### config.mk
export PLATFORM = sky130hd
export DESIGN_NAME = mul_seq_flat
export DESIGN_NICKNAME = d
export VERILOG_FILES = /design/src/rtl/mul_seq_pkg.sv /design/src/rtl/mul_seq_if.sv /design/src/rtl/mul_seq_cla.sv /design/src/rtl/mul_seq.sv /design/src/flat_wrapper.sv
export SDC_FILE = /design/constraint.sdc
export NUM_CORES = 1
export LEC_CHECK = 0
export CAP_MARGIN = 0
export CORE_AREA = 2 2 117 119
export DETAILED_ROUTE_END_ITERATION = 10
export DIE_AREA = 0 0 119 121
export DONT_BUFFER_PORTS = 1
export HOLD_SLACK_MARGIN = 0.03
export PLACE_DENSITY = 0.73
export SYNTH_ARGS = -nofsm -noshare
export SYNTH_HDL_FRONTEND = slang
export SYNTH_SLANG_ARGS = --single-unit
### constraint.sdc
create_clock -name i_clk -period 13.05 [get_ports i_clk]
set_input_delay 0.6525 -clock i_clk [delete_from_list [all_inputs] [get_ports i_clk]]
set_output_delay 0.6525 -clock i_clk [all_outputs]
set_load 0.01 [all_outputs]
### src/rtl/mul_seq_pkg.sv
// Shared types and constants for the sequential RV32M multiplier.
package mul_pkg;

    typedef enum logic [1:0] {
        MUL    = 2'b00,
        MULH   = 2'b01,
        MULHSU = 2'b10,
        MULHU  = 2'b11
    } mul_op_e;

    typedef enum logic [1:0] {
        IDLE = 2'b00,
        CALC = 2'b01,
        FIX  = 2'b10,
        DONE = 2'b11
    } mul_state_e;

    localparam int unsigned MUL_WIDTH   = 32;
    localparam int unsigned MUL_LATENCY = MUL_WIDTH + 2;

endpackage

### src/rtl/mul_seq_if.sv
// Request/response bundle between the execute stage and the multiplier.
interface mul_seq_if #(
    parameter int unsigned WIDTH = 32
);
    logic             i_start;
    logic [1:0]       i_op;
    logic [WIDTH-1:0] i_rs1;
    logic [WIDTH-1:0] i_rs2;
    logic             o_busy;
    logic             o_valid;
    logic [WIDTH-1:0] o_result;

    modport master (
        output i_start, i_op, i_rs1, i_rs2,
        input  o_busy, o_valid, o_result
    );

    modport slave (
        input  i_start, i_op, i_rs1, i_rs2,
        output o_busy, o_valid, o_result
    );
endinterface

### src/rtl/mul_seq_cla.sv
// Carry-lookahead adder built from 4-bit lookahead groups; WIDTH must be a multiple of 4.
module cla #(
    parameter int unsigned WIDTH = 32
) (
    input  logic [WIDTH-1:0] i_a,
    input  logic [WIDTH-1:0] i_b,
    input  logic             i_cin,
    output logic [WIDTH-1:0] o_sum,
    output logic             o_cout
);
    localparam int unsigned NGRP = WIDTH / 4;

    logic [WIDTH-1:0] w_g;
    logic [WIDTH-1:0] w_p;
    logic [WIDTH-1:0] w_c;
    logic [NGRP:0]    w_gc;

    assign w_g     = i_a & i_b;
    assign w_p     = i_a ^ i_b;
    assign w_gc[0] = i_cin;

    for (genvar k = 0; k < NGRP; k++) begin : g_grp
        localparam int unsigned BASE = 4 * k;
        assign w_c[BASE]   = w_gc[k];
        assign w_c[BASE+1] = w_g[BASE] | (w_p[BASE] & w_gc[k]);
        assign w_c[BASE+2] = w_g[BASE+1] | (w_p[BASE+1] & w_g[BASE])
                           | (w_p[BASE+1] & w_p[BASE] & w_gc[k]);
        assign w_c[BASE+3] = w_g[BASE+2] | (w_p[BASE+2] & w_g[BASE+1])
                           | (w_p[BASE+2] & w_p[BASE+1] & w_g[BASE])
                           | (w_p[BASE+2] & w_p[BASE+1] & w_p[BASE] & w_gc[k]);
        assign w_gc[k+1]   = w_g[BASE+3] | (w_p[BASE+3] & w_c[BASE+3]);
    end

    assign o_sum  = w_p ^ w_c;
    assign o_cout = w_gc[NGRP];
endmodule

### src/rtl/mul_seq.sv
// Iterative shift-and-add RV32M multiplier (MUL/MULH/MULHSU/MULHU).
// Define MUL_SIGNED_EN for signed operand handling; otherwise all ops are unsigned.
module mul_seq
    import mul_pkg::*;
#(
    parameter int unsigned WIDTH = 32
) (
    input  logic   i_clk,
    input  logic   i_rst_n,
    mul_seq_if.slave bus
);
    localparam int unsigned CNT_W = $clog2(WIDTH);

    localparam logic [1:0] ST_IDLE = IDLE;
    localparam logic [1:0] ST_CALC = CALC;
    localparam logic [1:0] ST_FIX  = FIX;
    localparam logic [1:0] ST_DONE = DONE;

    logic [1:0]       r_state;
    logic [1:0]       r_op;
    logic [WIDTH-1:0] r_mcand;
    logic [WIDTH-1:0] r_hi;
    logic [WIDTH-1:0] r_lo;
    logic [WIDTH-1:0] r_result;
    logic [CNT_W-1:0] r_cnt;
    logic             r_valid;

    logic [WIDTH-1:0] w_mag1;
    logic [WIDTH-1:0] w_mag2;
    logic [WIDTH-1:0] w_addend;
    logic [WIDTH-1:0] w_sum;
    logic             w_cout;
    logic [WIDTH-1:0] w_fix_hi;
    logic [WIDTH-1:0] w_fix_lo;

`ifdef MUL_SIGNED_EN
    logic w_sign1;
    logic w_sign2;
    logic r_neg;

    assign w_sign1 = bus.i_rs1[WIDTH-1] &
                     ((bus.i_op == MULH) || (bus.i_op == MULHSU));
    assign w_sign2 = bus.i_rs2[WIDTH-1] & (bus.i_op == MULH);
    assign w_mag1  = w_sign1 ? (~bus.i_rs1 + WIDTH'(1)) : bus.i_rs1;
    assign w_mag2  = w_sign2 ? (~bus.i_rs2 + WIDTH'(1)) : bus.i_rs2;
    assign {w_fix_hi, w_fix_lo} = r_neg ? (~{r_hi, r_lo} + (2*WIDTH)'(1)) : {r_hi, r_lo};
`else
    assign w_mag1 = bus.i_rs1;
    assign w_mag2 = bus.i_rs2;
    assign {w_fix_hi, w_fix_lo} = {r_hi, r_lo};
`endif

    assign w_addend = r_lo[0] ? r_mcand : '0;

    cla #(
        .WIDTH (WIDTH)
    ) u_cla (
        .i_a    (r_hi),
        .i_b    (w_addend),
        .i_cin  (1'b0),
        .o_sum  (w_sum),
        .o_cout (w_cout)
    );

    always_ff @(posedge i_clk or negedge i_rst_n) begin
        if (!i_rst_n) begin
            r_state  <= ST_IDLE;
            r_op     <= '0;
            r_mcand  <= '0;
            r_hi     <= '0;
            r_lo     <= '0;
            r_result <= '0;
            r_cnt    <= '0;
            r_valid  <= 1'b0;
`ifdef MUL_SIGNED_EN
            r_neg    <= 1'b0;
`endif
        end else begin
            r_valid <= 1'b0;
            case (r_state)
                ST_IDLE: begin
                    if (bus.i_start) begin
                        r_op    <= bus.i_op;
                        r_mcand <= w_mag1;
                        r_hi    <= '0;
                        r_lo    <= w_mag2;
                        r_cnt   <= '0;
`ifdef MUL_SIGNED_EN
                        r_neg   <= w_sign1 ^ w_sign2;
`endif
                        r_state <= ST_CALC;
                    end
                end
                ST_CALC: begin
                    // Carry-out becomes the new MSB of the shifted accumulator.
                    r_hi  <= {w_cout, w_sum[WIDTH-1:1]};
                    r_lo  <= {w_sum[0], r_lo[WIDTH-1:1]};
                    r_cnt <= r_cnt + CNT_W'(1);
                    if (r_cnt == CNT_W'(WIDTH - 1)) begin
                        r_state <= ST_FIX;
                    end
                end
                ST_FIX: begin
                    r_hi     <= w_fix_hi;
                    r_lo     <= w_fix_lo;
                    r_result <= (r_op == MUL) ? w_fix_lo : w_fix_hi;
                    r_state  <= ST_DONE;
                end
                ST_DONE: begin
                    r_valid <= 1'b1;
                    r_state <= ST_IDLE;
                end
                default: r_state <= ST_IDLE;
            endcase
        end
    end

    assign bus.o_busy   = (r_state != ST_IDLE);
    assign bus.o_valid  = r_valid;
    assign bus.o_result = r_result;
endmodule

### src/flat_wrapper.sv
// flat-port wrapper written by rule: the top's interface ports become plain ports
module mul_seq_flat import mul_pkg::*;
#(
    parameter int unsigned WIDTH = 32
)
  (i_clk, i_rst_n, bus_i_start, bus_i_op, bus_i_rs1, bus_i_rs2, bus_o_busy, bus_o_valid, bus_o_result);
  mul_seq_if #(.WIDTH(WIDTH)) bus_i ();
  input  logic i_clk;
  input  logic i_rst_n;
  input wire logic [$bits(bus_i.i_start)-1:0] bus_i_start;
  input wire logic [$bits(bus_i.i_op)-1:0] bus_i_op;
  input wire logic [$bits(bus_i.i_rs1)-1:0] bus_i_rs1;
  input wire logic [$bits(bus_i.i_rs2)-1:0] bus_i_rs2;
  output wire logic [$bits(bus_i.o_busy)-1:0] bus_o_busy;
  output wire logic [$bits(bus_i.o_valid)-1:0] bus_o_valid;
  output wire logic [$bits(bus_i.o_result)-1:0] bus_o_result;
  assign bus_i.i_start = bus_i_start;
  assign bus_i.i_op = bus_i_op;
  assign bus_i.i_rs1 = bus_i_rs1;
  assign bus_i.i_rs2 = bus_i_rs2;
  assign bus_o_busy = bus_i.o_busy;
  assign bus_o_valid = bus_i.o_valid;
  assign bus_o_result = bus_i.o_result;
  mul_seq #(.WIDTH(WIDTH)) u_core (.i_clk(i_clk), .i_rst_n(i_rst_n), .bus(bus_i));
endmodule
### After elaboration in Yosys (flattened, before gate mapping)

Index checks and enable logic that the tools add are counted.

* reductions and logical operators: 7
* add/subtract/negate cells: 1
* muxes and demuxes: 12
* bitwise operators: 131
* equal/unequal tests: 6

Operator list (count)
* two-way mux 32 bit: 4
* case mux 32 bit (2 select lines): 2
* AND 1 bit: 75
* XOR 32 bit: 2
* OR 1 bit: 53
* AND 32 bit: 1
* case mux 5 bit (2 select lines): 1
* case mux 2 bit (4 select lines): 1
* AND reduction 2 bit: 3
* adder 5 x 1 -> 5 bit, second input constant: 1
* == test 5 bit, second input constant: 1
* two-way mux 5 bit: 1
* == test 2 bit, second input constant: 2
* logical NOT 2 bit: 2
* two-way mux 2 bit: 2
* nonzero test 2 bit: 2
* == test 2 x 1 -> 1 bit, second input constant: 1
* inequality test 2 x 1 -> 1 bit, second input constant: 1
* inequality test 2 bit, second input constant: 1
* two-way mux 1 bit: 1

* word-level logic and storage cells: 165
* flip-flop bits (word level): 138
* input bits: 69
* output and inout port bits: 34

### Logic depth before layout (Yosys ltp)

* word-level depth: 36
* depth in mapped cells: 36
* depth with buffers taken out: 35

### Hierarchy

Synthesis repeated with hierarchy kept, for this count alone.

* cells, all modules: 592
* area total of the unflattened synthesis: 7018.0 um2

By module, submodules not included
* mul_seq: seq. area each 3453.3 um2, cells each 496, area each 6042.0 um2, instances 1
* cla: seq. area each 0.0 um2, cells each 96, area each 975.9 um2, instances 1

### Least setup slack after synthesis

Ideal clock, no wire load.

* path kind: reg-to-reg
* start point: reg u_core.r_lo[0]
* end point: reg u_core.r_hi[30]
* setup time: 0.130 ns
* setup slack: 5.231 ns
* path buffers: 1
* clock period less this slack: 7.819 ns
* required time: 12.920 ns
* data arrival time: 7.689 ns
* stages on the path, launching flop included: 37
* cell sequence: dfrtp_1 > clkbuf_1 > nand2_1 > inv_1 > ha_1 > a21o_1 > a21oi_1 > fa_1 > and3b_1 > o21ai_0 > nor2b_1 > fa_1 > and3b_1 > o21ai_0 > nor2b_1 > fa_1 > and3b_1 > o21ai_0 > nor2b_1 > fa_1 > and3b_1 > o21ai_0 > nor2b_1 > fa_1 > and3b_1 > o21ai_0 > nor2b_1 > fa_1 > and3b_1 > o21ai_0 > nor2b_1 > fa_1 > and3b_1 > o21ai_0 > nor2b_1 > fa_1 > o21ai_0

* word-level cells in the longest chain between the ends: 35
* elaborated cells on any way between the ends: 80
* classes of those cells: mux: 2; bitwise: 78

Ends and longest elaborated chain
* start, declared: RTL line mul_seq.sv:23 `logic [WIDTH-1:0] r_lo;`
* start signal, assigned: RTL line mul_seq.sv:86 `r_lo <= w_mag2;`
* start signal, assigned: RTL line mul_seq.sv:97 `r_lo <= {w_sum[0], r_lo[WIDTH-1:1]};`
* start signal, assigned: RTL line mul_seq.sv:105 `r_lo <= w_fix_lo;`
* two-way mux 32 bit (*): RTL line mul_seq.sv:53 `assign w_addend = r_lo[0] ? r_mcand : '0;`
* XOR 32 bit or AND 32 bit (tied branches): RTL line mul_seq_cla.sv:19, mul_seq_cla.sv:18
* AND 1 bit, on equally long branches
* OR 1 bit or AND 1 bit (tied branches): RTL line mul_seq_cla.sv:28, mul_seq_cla.sv:29
* OR 1 bit: RTL line mul_seq_cla.sv:29 `| (w_p[BASE+2] & w_p[BASE+1] & w_g[BASE])`
* AND 1 bit: RTL line mul_seq_cla.sv:31 `assign w_gc[k+1] = w_g[BASE+3] | (w_p[BASE+3] & w_c[BASE+3]);`
* OR 1 bit: RTL line mul_seq_cla.sv:31
* AND 1 bit: RTL line mul_seq_cla.sv:30 `| (w_p[BASE+2] & w_p[BASE+1] & w_p[BASE] & w_gc[k]);`
* [... 19 more ...]
* AND 1 bit: RTL line mul_seq_cla.sv:30
* OR 1 bit: RTL line mul_seq_cla.sv:30
* AND 1 bit: RTL line mul_seq_cla.sv:31
* OR 1 bit: RTL line mul_seq_cla.sv:31
* AND 1 bit: RTL line mul_seq_cla.sv:30
* OR 1 bit: RTL line mul_seq_cla.sv:30
* XOR 32 bit (*): RTL line mul_seq_cla.sv:34 `assign o_sum = w_p ^ w_c;`
* case mux 32 bit (2 select lines) (*): RTL line mul_seq.sv:80 `case (r_state)`
* end signal, assigned: RTL line mul_seq.sv:96 `r_hi <= {w_cout, w_sum[WIDTH-1:1]};`
* end signal, assigned: RTL line mul_seq.sv:104 `r_hi <= w_fix_hi;`
* end, declared: RTL line mul_seq.sv:22 `logic [WIDTH-1:0] r_hi;`

Every way passes the cells marked *; elsewhere a longest branch is shown, timed or not.
A chain may end at the register's enable or synchronous reset.

### Worst setup path after layout

Ends and elaborated chain as after synthesis.

==> metrics.txt <==
WP data arrival approximately 9 ns; root buf cell clkbuf_16; clock sinks between 100 and 150; Total GRT Usage 21.0%; Period minus WS final 8.90 ns; final worst clock skew 0.00656 ns; Slew Limit Fails 0; CTS H-tree lvls 4; fill count about 1.1k; Initial Util between 50% and 60%; Peak Freq 112 MHz; HPWL Detailed 9340 µm; final setup margin ~4.1 ns; pre-CTS WS between 4 and 5 ns; slowest CP cell dfrtp_1; Finish-stage setup viols 0; placed cell area roughly 0.007 mm²; commonest non-fill, non-tap cell in the layout dfrtp_1; asr flop ratio synth 100%; initial antenna violation count 0; Unique masters post-synth 38; total negative slack 0 ns; DR WL/cell approximately 17 µm; EDFF count, synth 0; vias post-DR approximately 4.5k; First DRT Iteration DRCs roughly 350; share of layout cells above drive strength 1 about 12%; CTS Buf Count 17; max-cap violations 0; num rows 42; Yosys reg bits about 140; Worst-Margin Slew approximately 0.95 ns; top cells by area, synth dfrtp_1 49%, mux2i_1 9.0%, mux2_2 5.8%; worst-path maximum fanout 34; first-pass GRT wire length about 24000 µm; post-synth top area share between 40% and 50%; drt drc 0; minimum hold slack between 0.2 and 0.25 ns; Die Ht roughly 120 µm; share of the yosys chip area belonging to registers just under 50%; largest net degree at the start of global routing ~140; slew margin rel. a little over a third; Final nets 728; overall power just over 2000 µW; Hold Violations, Final 0; CP endpoint kind register; DRT Pass-1 Iters 6; Critical Path RT approximately 13 ns; Final Cell Area between 0.007 and 0.008 mm²; Crit Path Category reg2reg; CTS tree yes; # port buffers 0; core area around 0.013 mm²; Synth area leader dfrtp_1; Lkg Pwr roughly 0.0036 µW; Routed Antenna Nets 0; worst skew pair latency approximately 0.42 ns; Remaining Overflow, GRT 0; Post-Syn Nets around 740; Mapped Avg Cell Area 11.2 µm²; DIE AREA 0.0144 mm²; synthesized netlist cell count between 600 and 700; synth warn 0; CP Launch Type register; Antenna Diode Count 0; mapped cell area between 0.007 and 0.008 mm²; Die Wd 119 µm; worst min path class in2async; RSZ-0062 raised after global routing no; Area Growth Syn to Fin 10.2%; Post-CTS Setup Inserts 0; PwrDens around 270 mW/mm²; status complete, no violations; io pins approximately 100; Placer Congestion ~0.77; Reg clk slew, reported paths approximately 0.06 ns; most frequent cells in the layout 138 x dfrtp_1, 63 x mux2i_1, 62 x nand2_1; vias in the first global route 4679; maximum VDD drop between 0.1 and 0.15 mV; vias per inst about 5.6; CTS max path bufs 2; crit share post-route about two thirds; Largest stage delay, worst path 0.97 ns; top_reg_cell synth dfrtp_1; DRT Wirelength roughly 14000 µm
[logic make-up (layout without fill, tap and decap cells)]
family                   after synthesis  count (layout)  synth area share, %
multiplexers                         100             100                 15.1
flip-flops                           138             138                 49.3
AO/OA/AOI/OAI                        122             122                 10.3
buffers and inverters                 57              60                 3.93
XOR/XNOR                               8               8                 1.00
adder cells (fa/ha/maj)               46              46                 9.93
AND/OR/NAND/NOR                      152             152                 10.5
[final timing paths]
kind,start,depth (start not counted),slack (ns),endpoint
max,u_core.r_lo[0],35,4.15,u_core.r_hi[30]
min,i_rst_n,1,0.21,u_core.bus.o_result[28]
max reg2reg,u_core.r_lo[0],35,4.15,u_core.r_hi[30]
min reg2reg,u_core.r_cnt[2],1,0.49,u_core.r_cnt[2]
max in group asynchronous,i_rst_n,1,12.34,u_core.r_lo[12]
min in group i_clk,bus_i_rs1[27],1,0.38,u_core.r_mcand[27]
[cell usage after synthesis (2+ instances only)]
| library cell | instances |
|---|---|
| ha_1 | 30 |
| and3_1 | 2 |
| inv_1 | 22 |
| a21oi_1 | 34 |
| buf_2 | 10 |
| nor2b_1 | 9 |
| nand2_1 | 63 |
| a21o_1 | 8 |
| a32o_1 | 7 |
| a22o_1 | 9 |
| xnor2_1 | 7 |
| clkbuf_1 | 12 |
| mux2i_1 | 63 |
| buf_6 | 2 |
| buf_4 | 8 |
| and3b_1 | 7 |
| or3_1 | 7 |
| nor2_1 | 34 |
| mux2_2 | 36 |
| fa_1 | 16 |
| and2_1 | 23 |
| nand2b_1 | 2 |
| dfrtp_1 | 138 |
| o21ai_0 | 58 |
| buf_1 | 2 |
| o22ai_1 | 2 |
[cell type report]
cell class	instances	area [µm²]	area share (%)
multi-input combinational	428	3290	42.6
timing repair buffer	6	65.1	0.843
clock buffer	24	492	6.37
inverter	22	82.6	1.07
clock inverter	8	115	1.49
sequential	138	3450	44.8
tap	176	220	2.85
[registers in the layout, summed over array words and instances (netlist names)]
name	flops
u_core.r_op	2
u_core.bus.o_valid	1
u_core.bus.o_result	32
u_core.r_hi	32
u_core.r_state	2
u_core.r_lo	32
u_core.r_cnt	5
u_core.r_mcand	32
[critical path: cells and delay by family (launching register included)]
kind,cells,cell delay [ns]
buffers and inverters,1,0.11
adder cells (fa/ha/maj),9,3.53
AND/OR/NAND/NOR,15,3.05
AO/OA/AOI/OAI,10,1.07
flip-flops,1,0.97
[through the flow]
stage	util [%]	instances
detailed placement	54.1	769
CTS	59.0	802
global route	59.0	802
floorplan	-	623
global placement	54.1	769
finish	59.0	802
[report_power, final]
group          total, µW  switching, µW  internal, µW
Sequential           801            174           628
Combinational        758            419           339
Clock                494            175           319
Total               2050            767          1290
[metal layers]
metal	vias to the layer above	track usage [%]	share of wire, %
met2	88	33.8	48
met5	-	0	0
met3	23	5.97	4.4
met1	2222	27.2	46
li1	2137	-	-
met4	0	7.81	1.6
[repair_timing]
item                                   4_1_cts  5_1_grt
gates resized for setup                      0        0
endpoints found under the hold margin      138        0
hold buffers                                 1        0
No activity file was read; power rests on OpenSTA's default activity.
